==> src/rtl/muldiv_unit_if.sv <==
// Request/result bundle between the decode stage and the iterative multiply/divide unit.
interface muldiv_unit_if #(
  parameter int unsigned WIDTH = 32
);
  logic             start;
  logic [2:0]       op;
  logic [WIDTH-1:0] rs_data;
  logic [WIDTH-1:0] rt_data;
  logic             busy;
  logic             done;
  logic [WIDTH-1:0] hi;
  logic [WIDTH-1:0] lo;

  modport master (
    output start, op, rs_data, rt_data,
    input  busy, done, hi, lo
  );

  modport slave (
    input  start, op, rs_data, rt_data,
    output busy, done, hi, lo
  );
endinterface

==> src/rtl/muldiv_unit.sv <==
// Iterative MIPS MULT/MULTU/DIV/DIVU plus MTHI/MTLO into HI/LO, one bit per cycle.
// Define MULDIV_DIV_EN to build the restoring divider; otherwise DIV/DIVU are no-ops.
module muldiv_unit #(
  parameter int unsigned WIDTH = 32
) (
  input  logic          clk,
  input  logic          rst,
  muldiv_unit_if.slave  bus
);

  localparam int unsigned CntW = $clog2(WIDTH + 1);

  typedef enum logic [1:0] {StIdle, StCalc, StFix} state_e;

  state_e               state_q, state_d;
  logic [CntW-1:0]      cnt_q, cnt_d;
  logic [2*WIDTH-1:0]   acc_q, acc_d;
  logic [WIDTH-1:0]     b_q, b_d;
  logic                 neg_res_q, neg_res_d;
  logic [WIDTH-1:0]     hi_q, hi_d;
  logic [WIDTH-1:0]     lo_q, lo_d;
  logic                 done_q, done_d;
`ifdef MULDIV_DIV_EN
  logic                 is_div_q, is_div_d;
  logic                 neg_rem_q, neg_rem_d;
  logic                 div0_q, div0_d;
  logic [WIDTH:0]       rem_tmp, div_diff;
  logic [2*WIDTH-1:0]   div_step;
  logic [WIDTH-1:0]     quo_fix, rem_fix;
`endif

  logic                 signed_op, a_neg, b_neg;
  logic [WIDTH-1:0]     a_mag, b_mag, mul_addend;
  logic [WIDTH:0]       mul_sum;
  logic [2*WIDTH-1:0]   mul_step, prod_fix;

  // Signed ops work on magnitudes; op[0] set means the unsigned variant.
  assign signed_op = ~bus.op[0];
  assign a_neg     = signed_op & bus.rs_data[WIDTH-1];
  assign b_neg     = signed_op & bus.rt_data[WIDTH-1];
  assign a_mag     = a_neg ? -bus.rs_data : bus.rs_data;
  assign b_mag     = b_neg ? -bus.rt_data : bus.rt_data;

  // acc holds {partial product, remaining multiplier bits}, shifted right each step.
  assign mul_addend = acc_q[0] ? b_q : '0;
  assign mul_sum    = {1'b0, acc_q[2*WIDTH-1:WIDTH]} + {1'b0, mul_addend};
  assign mul_step   = {mul_sum, acc_q[WIDTH-1:1]};
  assign prod_fix   = neg_res_q ? -acc_q : acc_q;

`ifdef MULDIV_DIV_EN
  // acc holds {remainder, dividend/quotient}, shifted left each step.
  assign rem_tmp  = {acc_q[2*WIDTH-1:WIDTH], acc_q[WIDTH-1]};
  assign div_diff = rem_tmp - {1'b0, b_q};
  assign div_step = div_diff[WIDTH] ? {rem_tmp[WIDTH-1:0], acc_q[WIDTH-2:0], 1'b0}
                                    : {div_diff[WIDTH-1:0], acc_q[WIDTH-2:0], 1'b1};
  assign quo_fix  = neg_res_q ? -acc_q[WIDTH-1:0] : acc_q[WIDTH-1:0];
  assign rem_fix  = neg_rem_q ? -acc_q[2*WIDTH-1:WIDTH] : acc_q[2*WIDTH-1:WIDTH];
`endif

  always_comb begin
    state_d   = state_q;
    cnt_d     = cnt_q;
    acc_d     = acc_q;
    b_d       = b_q;
    neg_res_d = neg_res_q;
    hi_d      = hi_q;
    lo_d      = lo_q;
    done_d    = 1'b0;
`ifdef MULDIV_DIV_EN
    is_div_d  = is_div_q;
    neg_rem_d = neg_rem_q;
    div0_d    = div0_q;
`endif
    unique case (state_q)
      StIdle: begin
        if (bus.start) begin
          case (bus.op)
`ifdef MULDIV_DIV_EN
            3'b000, 3'b001, 3'b010, 3'b011: begin
`else
            3'b000, 3'b001: begin
`endif
              acc_d     = {{WIDTH{1'b0}}, a_mag};
              b_d       = b_mag;
              neg_res_d = a_neg ^ b_neg;
              cnt_d     = '0;
              state_d   = StCalc;
`ifdef MULDIV_DIV_EN
              is_div_d  = bus.op[1];
              neg_rem_d = a_neg;
              div0_d    = (bus.rt_data == '0);
`endif
            end
            3'b100:  hi_d = bus.rs_data;
            3'b101:  lo_d = bus.rs_data;
            default: ;
          endcase
        end
      end
      StCalc: begin
        cnt_d = cnt_q + 1'b1;
`ifdef MULDIV_DIV_EN
        acc_d = is_div_q ? div_step : mul_step;
`else
        acc_d = mul_step;
`endif
        if (cnt_q == CntW'(WIDTH - 1)) state_d = StFix;
      end
      StFix: begin
        state_d = StIdle;
        done_d  = 1'b1;
        {hi_d, lo_d} = prod_fix;
`ifdef MULDIV_DIV_EN
        if (is_div_q) begin
          hi_d = rem_fix;
          lo_d = div0_q ? '1 : quo_fix;
        end
`endif
      end
      default: state_d = StIdle;
    endcase
  end

  always_ff @(posedge clk) begin
    if (!rst) begin
      state_q   <= StIdle;
      cnt_q     <= '0;
      acc_q     <= '0;
      b_q       <= '0;
      neg_res_q <= 1'b0;
      hi_q      <= '0;
      lo_q      <= '0;
      done_q    <= 1'b0;
`ifdef MULDIV_DIV_EN
      is_div_q  <= 1'b0;
      neg_rem_q <= 1'b0;
      div0_q    <= 1'b0;
`endif
    end else begin
      state_q   <= state_d;
      cnt_q     <= cnt_d;
      acc_q     <= acc_d;
      b_q       <= b_d;
      neg_res_q <= neg_res_d;
      hi_q      <= hi_d;
      lo_q      <= lo_d;
      done_q    <= done_d;
`ifdef MULDIV_DIV_EN
      is_div_q  <= is_div_d;
      neg_rem_q <= neg_rem_d;
      div0_q    <= div0_d;
`endif
    end
  end

  assign bus.busy = (state_q != StIdle);
  assign bus.done = done_q;
  assign bus.hi   = hi_q;
  assign bus.lo   = lo_q;

endmodule
==> src/flat_wrapper.sv <==
// flat-port wrapper written by rule: the top's interface ports become plain ports
module muldiv_unit_flat 
#(
  parameter int unsigned WIDTH = 32
)
  (clk, rst, bus_start, bus_op, bus_rs_data, bus_rt_data, bus_busy, bus_done, bus_hi, bus_lo);
  muldiv_unit_if #(.WIDTH(WIDTH)) bus_i ();
  input  logic clk;
  input  logic rst;
  input wire logic [$bits(bus_i.start)-1:0] bus_start;
  input wire logic [$bits(bus_i.op)-1:0] bus_op;
  input wire logic [$bits(bus_i.rs_data)-1:0] bus_rs_data;
  input wire logic [$bits(bus_i.rt_data)-1:0] bus_rt_data;
  output wire logic [$bits(bus_i.busy)-1:0] bus_busy;
  output wire logic [$bits(bus_i.done)-1:0] bus_done;
  output wire logic [$bits(bus_i.hi)-1:0] bus_hi;
  output wire logic [$bits(bus_i.lo)-1:0] bus_lo;
  assign bus_i.start = bus_start;
  assign bus_i.op = bus_op;
  assign bus_i.rs_data = bus_rs_data;
  assign bus_i.rt_data = bus_rt_data;
  assign bus_busy = bus_i.busy;
  assign bus_done = bus_i.done;
  assign bus_hi = bus_i.hi;
  assign bus_lo = bus_i.lo;
  muldiv_unit #(.WIDTH(WIDTH)) u_core (.clk(clk), .rst(rst), .bus(bus_i));
endmodule
==> config.mk <==
export PLATFORM = sky130hd
export DESIGN_NAME = muldiv_unit_flat
export DESIGN_NICKNAME = d
export VERILOG_FILES = /design/src/rtl/muldiv_unit_if.sv /design/src/rtl/muldiv_unit.sv /design/src/flat_wrapper.sv
export SDC_FILE = /design/constraint.sdc
export NUM_CORES = 1
export LEC_CHECK = 0
export ABC_AREA = 1
export CORE_MARGIN = 2
export CORE_UTILIZATION = 50
export DETAILED_ROUTE_END_ITERATION = 6
export PLACE_DENSITY = 0.73
export RECOVER_POWER = 50
export SYNTH_ARGS = -nofsm -noshare
export SYNTH_HDL_FRONTEND = slang
export SYNTH_SLANG_ARGS = --single-unit
==> constraint.sdc <==
create_clock -name clk -period 3.4 [get_ports clk]
set_input_delay 0.34 -clock clk [delete_from_list [all_inputs] [get_ports clk]]
set_output_delay 0.34 -clock clk [all_outputs]
set_load 0.01 [all_outputs]
==> run_results.csv <==
group,metric,value,unit
clock_tree,clockRootBuffer,"clkbuf_16",
timing,rsz0062_at_grt,"false",
yosys,ys_seq_elements,170,
route,wl,53900,um
floorplan,die_h,168,um
status,violations,"DRC, capacitance limit, slew limit",
yosys,synth-main-ff-cell,"dfxtp_1",
route,vias,16000,
hold_path,min_to,"u_core.b_q[2]",
yosys,synth_fp_nets,2478,
place,place.gp.congestion,1.02,
grt,grt_pass1_vias,14800,
critical_path,required,3780,ps
grt,grt.overflow.total,0,
route,drtIter0Drc,1405,
place,place_hpwl,41700,um
yosys,syn_inst,2371,
timing,fmax,0.356,GHz
critical_path,arrival,3190,ps
yosys,synth_area_per_cell,5.68,sq um
timing,tns,0,ps
grt,grt_max_degree,85,
place,dp_slack,730,ps
yosys,synth_top_area_share,25.3,%
timing,min_period,2810,ps
layout,syn2layout_area_growth,16.1,%
layout,final_core_util,58.5,%
clock_tree,cts_tree,"built",
floorplan,dieArea,28300,sq um
timing,finalSetupViolCount,0,
yosys,synth-edff-count,0,
critical_path,reg2reg_from,"u_core.state_q[1]",
yosys,async_reset_ff_share,0,%
floorplan,io_pins,136,
yosys,yosysWarnings,0,
route,vias_per_cell,5.67,
timing,setup_ws,590,ps
timing,worstMarginPinSlew,1610,ps
critical_path,end_kind,"flop",
critical_path,crit_fanout,37,
timing,hold_viol_final,0,
critical_path,crit_type,"in -> reg",
flow_run,maxCapViolCount,1,
layout,fin_cells,2815,
yosys,ys_types,53,
power,irDropWorstVdd,339,uV
power,leakage,8.00,nW
yosys,synth_top_area_cell,"dfxtp_1",
hold_path,holdPathStages,3,
floorplan,core_area,26700,sq um
route,wl_per_cell,19.1,um
route,drt_first_pass_iters,7,
clock_tree,cts_setup_buffers,0,
clock_tree,cts_hold_buf,0,
yosys,syn_area,13500,sq um
grt,grt_pass1_wl,82400,um
clock_tree,htreeDepth,4,
clock_tree,clkTransAtPathRegs,70,ps
timing,hold-worst-slack,269,ps
power,finalPower,5.34,mW
timing,fin_crit_sh,82.6,%
clock_tree,cts_buffers,17,
layout,design_area,15600,sq um
clock_tree,cts_buffer_depth,2,
clock_tree,ctsResizeCount,0,
critical_path,r2r_setup_slack,680,ps
timing,slew_viol_final,38,
timing,clock_skew,14.5,ps
timing,relSlewSlack,-7.08,%
place,place_area,15000,sq um
place,dpl.cell_count,2785,
floorplan,fp.dieW,168,um
floorplan,rows,60,
floorplan,initial_core_util,50.4,%
yosys,ys_seq_area_share,25.3,%
grt,track_usage,37.8,%
yosys,synthTopCellsByArea,"dfxtp_1, nand2_1, inv_1",
place,numPortBuffers,135,
layout,drive_above_1_share,4.12,%
route,detail-route-antenna-nets,0,
hold_path,min_from,"rst",
hold_path,hold_class,"in -> reg",
clock_tree,numClockSinks,170,
layout,diodes,0,
critical_path,r2r_cells,6,
power,power_density,341,nW/um^2
critical_path,cp-start-kind,"primary input",
critical_path,regToRegEndpoint,"u_core.acc_q[25]",
grt,antenna_found_initial,1,
route,drc,2,
layout,finalNetCount,2570,
clock_tree,worstSkewPairLatency,450,ps
status,status,"finished with violations",
[Yosys cell counts, types with 2 or more instances]
library cell	count
a21o_1	2
a21oi_1	172
a31oi_1	14
a32o_1	5
and2_1	6
buf_1	2
buf_2	39
buf_4	4
buf_6	2
clkbuf_1	32
clkbuf_8	2
dfxtp_1	170
ha_1	36
inv_1	333
inv_2	9
nand2_1	700
nand2_2	7
nand2_4	3
nand3_1	200
nand3_2	2
nand3b_1	13
nand4_1	25
nor2_1	322
nor2_2	8
nor2_4	4
nor3_1	19
nor4_1	2
o211ai_1	5
o21ai_0	132
o21ai_1	14
o21ai_2	7
o21bai_1	7
o22ai_1	25
o31ai_1	2
or2_2	8
xnor2_1	4
xor2_1	18
[critical path: stages]
cell and delay, ps:
dlygate4sd3_1 620, nand3_1 140, nor2_1 250, clkbuf_1 1200, nand3_1 410, a21oi_1 230
[power breakdown]
group          internal (mW)  switching (mW)  leakage [nW]
Sequential              2.06          0.0616          1.38
Clock                   1.32           0.885         0.307
Combinational          0.334           0.674          6.31
[placed cells by master (no fill, tap or decap), types with 3 or more instances in the layout]
| cell type | netlist | layout |
|---|---|---|
| inv_1 | 333 | 334 |
| ha_1 | 36 | 36 |
| nand2_2 | 7 | 7 |
| or2_2 | 8 | 8 |
| clkbuf_1 | 32 | 4 |
| o21ai_2 | 7 | 6 |
| buf_4 | 4 | 15 |
| clkinv_4 | 0 | 3 |
| nor3_1 | 19 | 19 |
| o21ai_0 | 132 | 137 |
| a21oi_1 | 172 | 172 |
| nand2_1 | 700 | 700 |
| and2_1 | 6 | 6 |
| clkdlybuf4s50_1 | 0 | 68 |
| nor2_1 | 322 | 322 |
| o211ai_1 | 5 | 5 |
| o21bai_1 | 7 | 7 |
| nor2_2 | 8 | 8 |
| bufinv_16 | 0 | 5 |
| o22ai_1 | 25 | 25 |
| xnor2_1 | 4 | 4 |
| clkbuf_16 | 0 | 17 |
| nand3_1 | 200 | 200 |
| nand3b_1 | 13 | 13 |
| a32o_1 | 5 | 5 |
| nand2_4 | 3 | 3 |
| nand4_1 | 25 | 25 |
| inv_2 | 9 | 7 |
| o21ai_1 | 14 | 10 |
| dlygate4sd3_1 | 0 | 66 |
| xor2_1 | 18 | 18 |
| a31oi_1 | 14 | 14 |
| nor2_4 | 4 | 4 |
| dfxtp_1 | 170 | 169 |
[registers in the layout (all words and copies together), names as in the netlist]
register,count
u_core.b_q,32
u_core.bus.done,1
u_core.bus.lo,32
u_core.cnt_q,6
u_core.acc_q,64
u_core.neg_res_q,1
u_core.bus.hi,32
u_core.state_q,2
[worst max path at each step]
stage                         to            start  slack (ps)  cells past startpoint
3_3_place_gp   u_core.bus.lo[14]        bus_op[0]         820                      8
4_1_cts         u_core.acc_q[58]  u_core.acc_q[0]         790                     13
3_5_place_dp   u_core.bus.lo[14]        bus_op[0]         730                      8
6_report        u_core.acc_q[25]        bus_start         590                      6
5_1_grt         u_core.acc_q[25]        bus_start         400                      6
2_1_floorplan   u_core.acc_q[59]  u_core.acc_q[0]        1190                     17
[area by class of cell]
| cell class | count | area [sq um] |
|---|---|---|
| clock buffer | 20 | 447 |
| clock inverter | 10 | 193 |
| fill | 2725 | 11100 |
| inverter | 344 | 1290 |
| multi-input combinational | 1775 | 8360 |
| sequential | 170 | 3400 |
| tap | 341 | 427 |
| timing repair buffer | 155 | 1510 |
[metal layers]
metal  global-route usage [%]  wire length, um  vias up
li1                         -                -     7751
met1                     46.2            21500     7270
met2                     63.1            24700      749
met3                     6.04             4170      182
met4                     22.0             3460        0
met5                        0                0        -
[logic make-up after synthesis]
kind of cell	after synthesis	share of synthesized area, %
simple gates	1325	41.3
buf+inv	426	12.6
compound gates	391	15.9
flops	170	25.3
fa+ha+maj	37	3.49
xor+xnor	22	1.43
No activity file was read; power rests on OpenSTA's default activity.
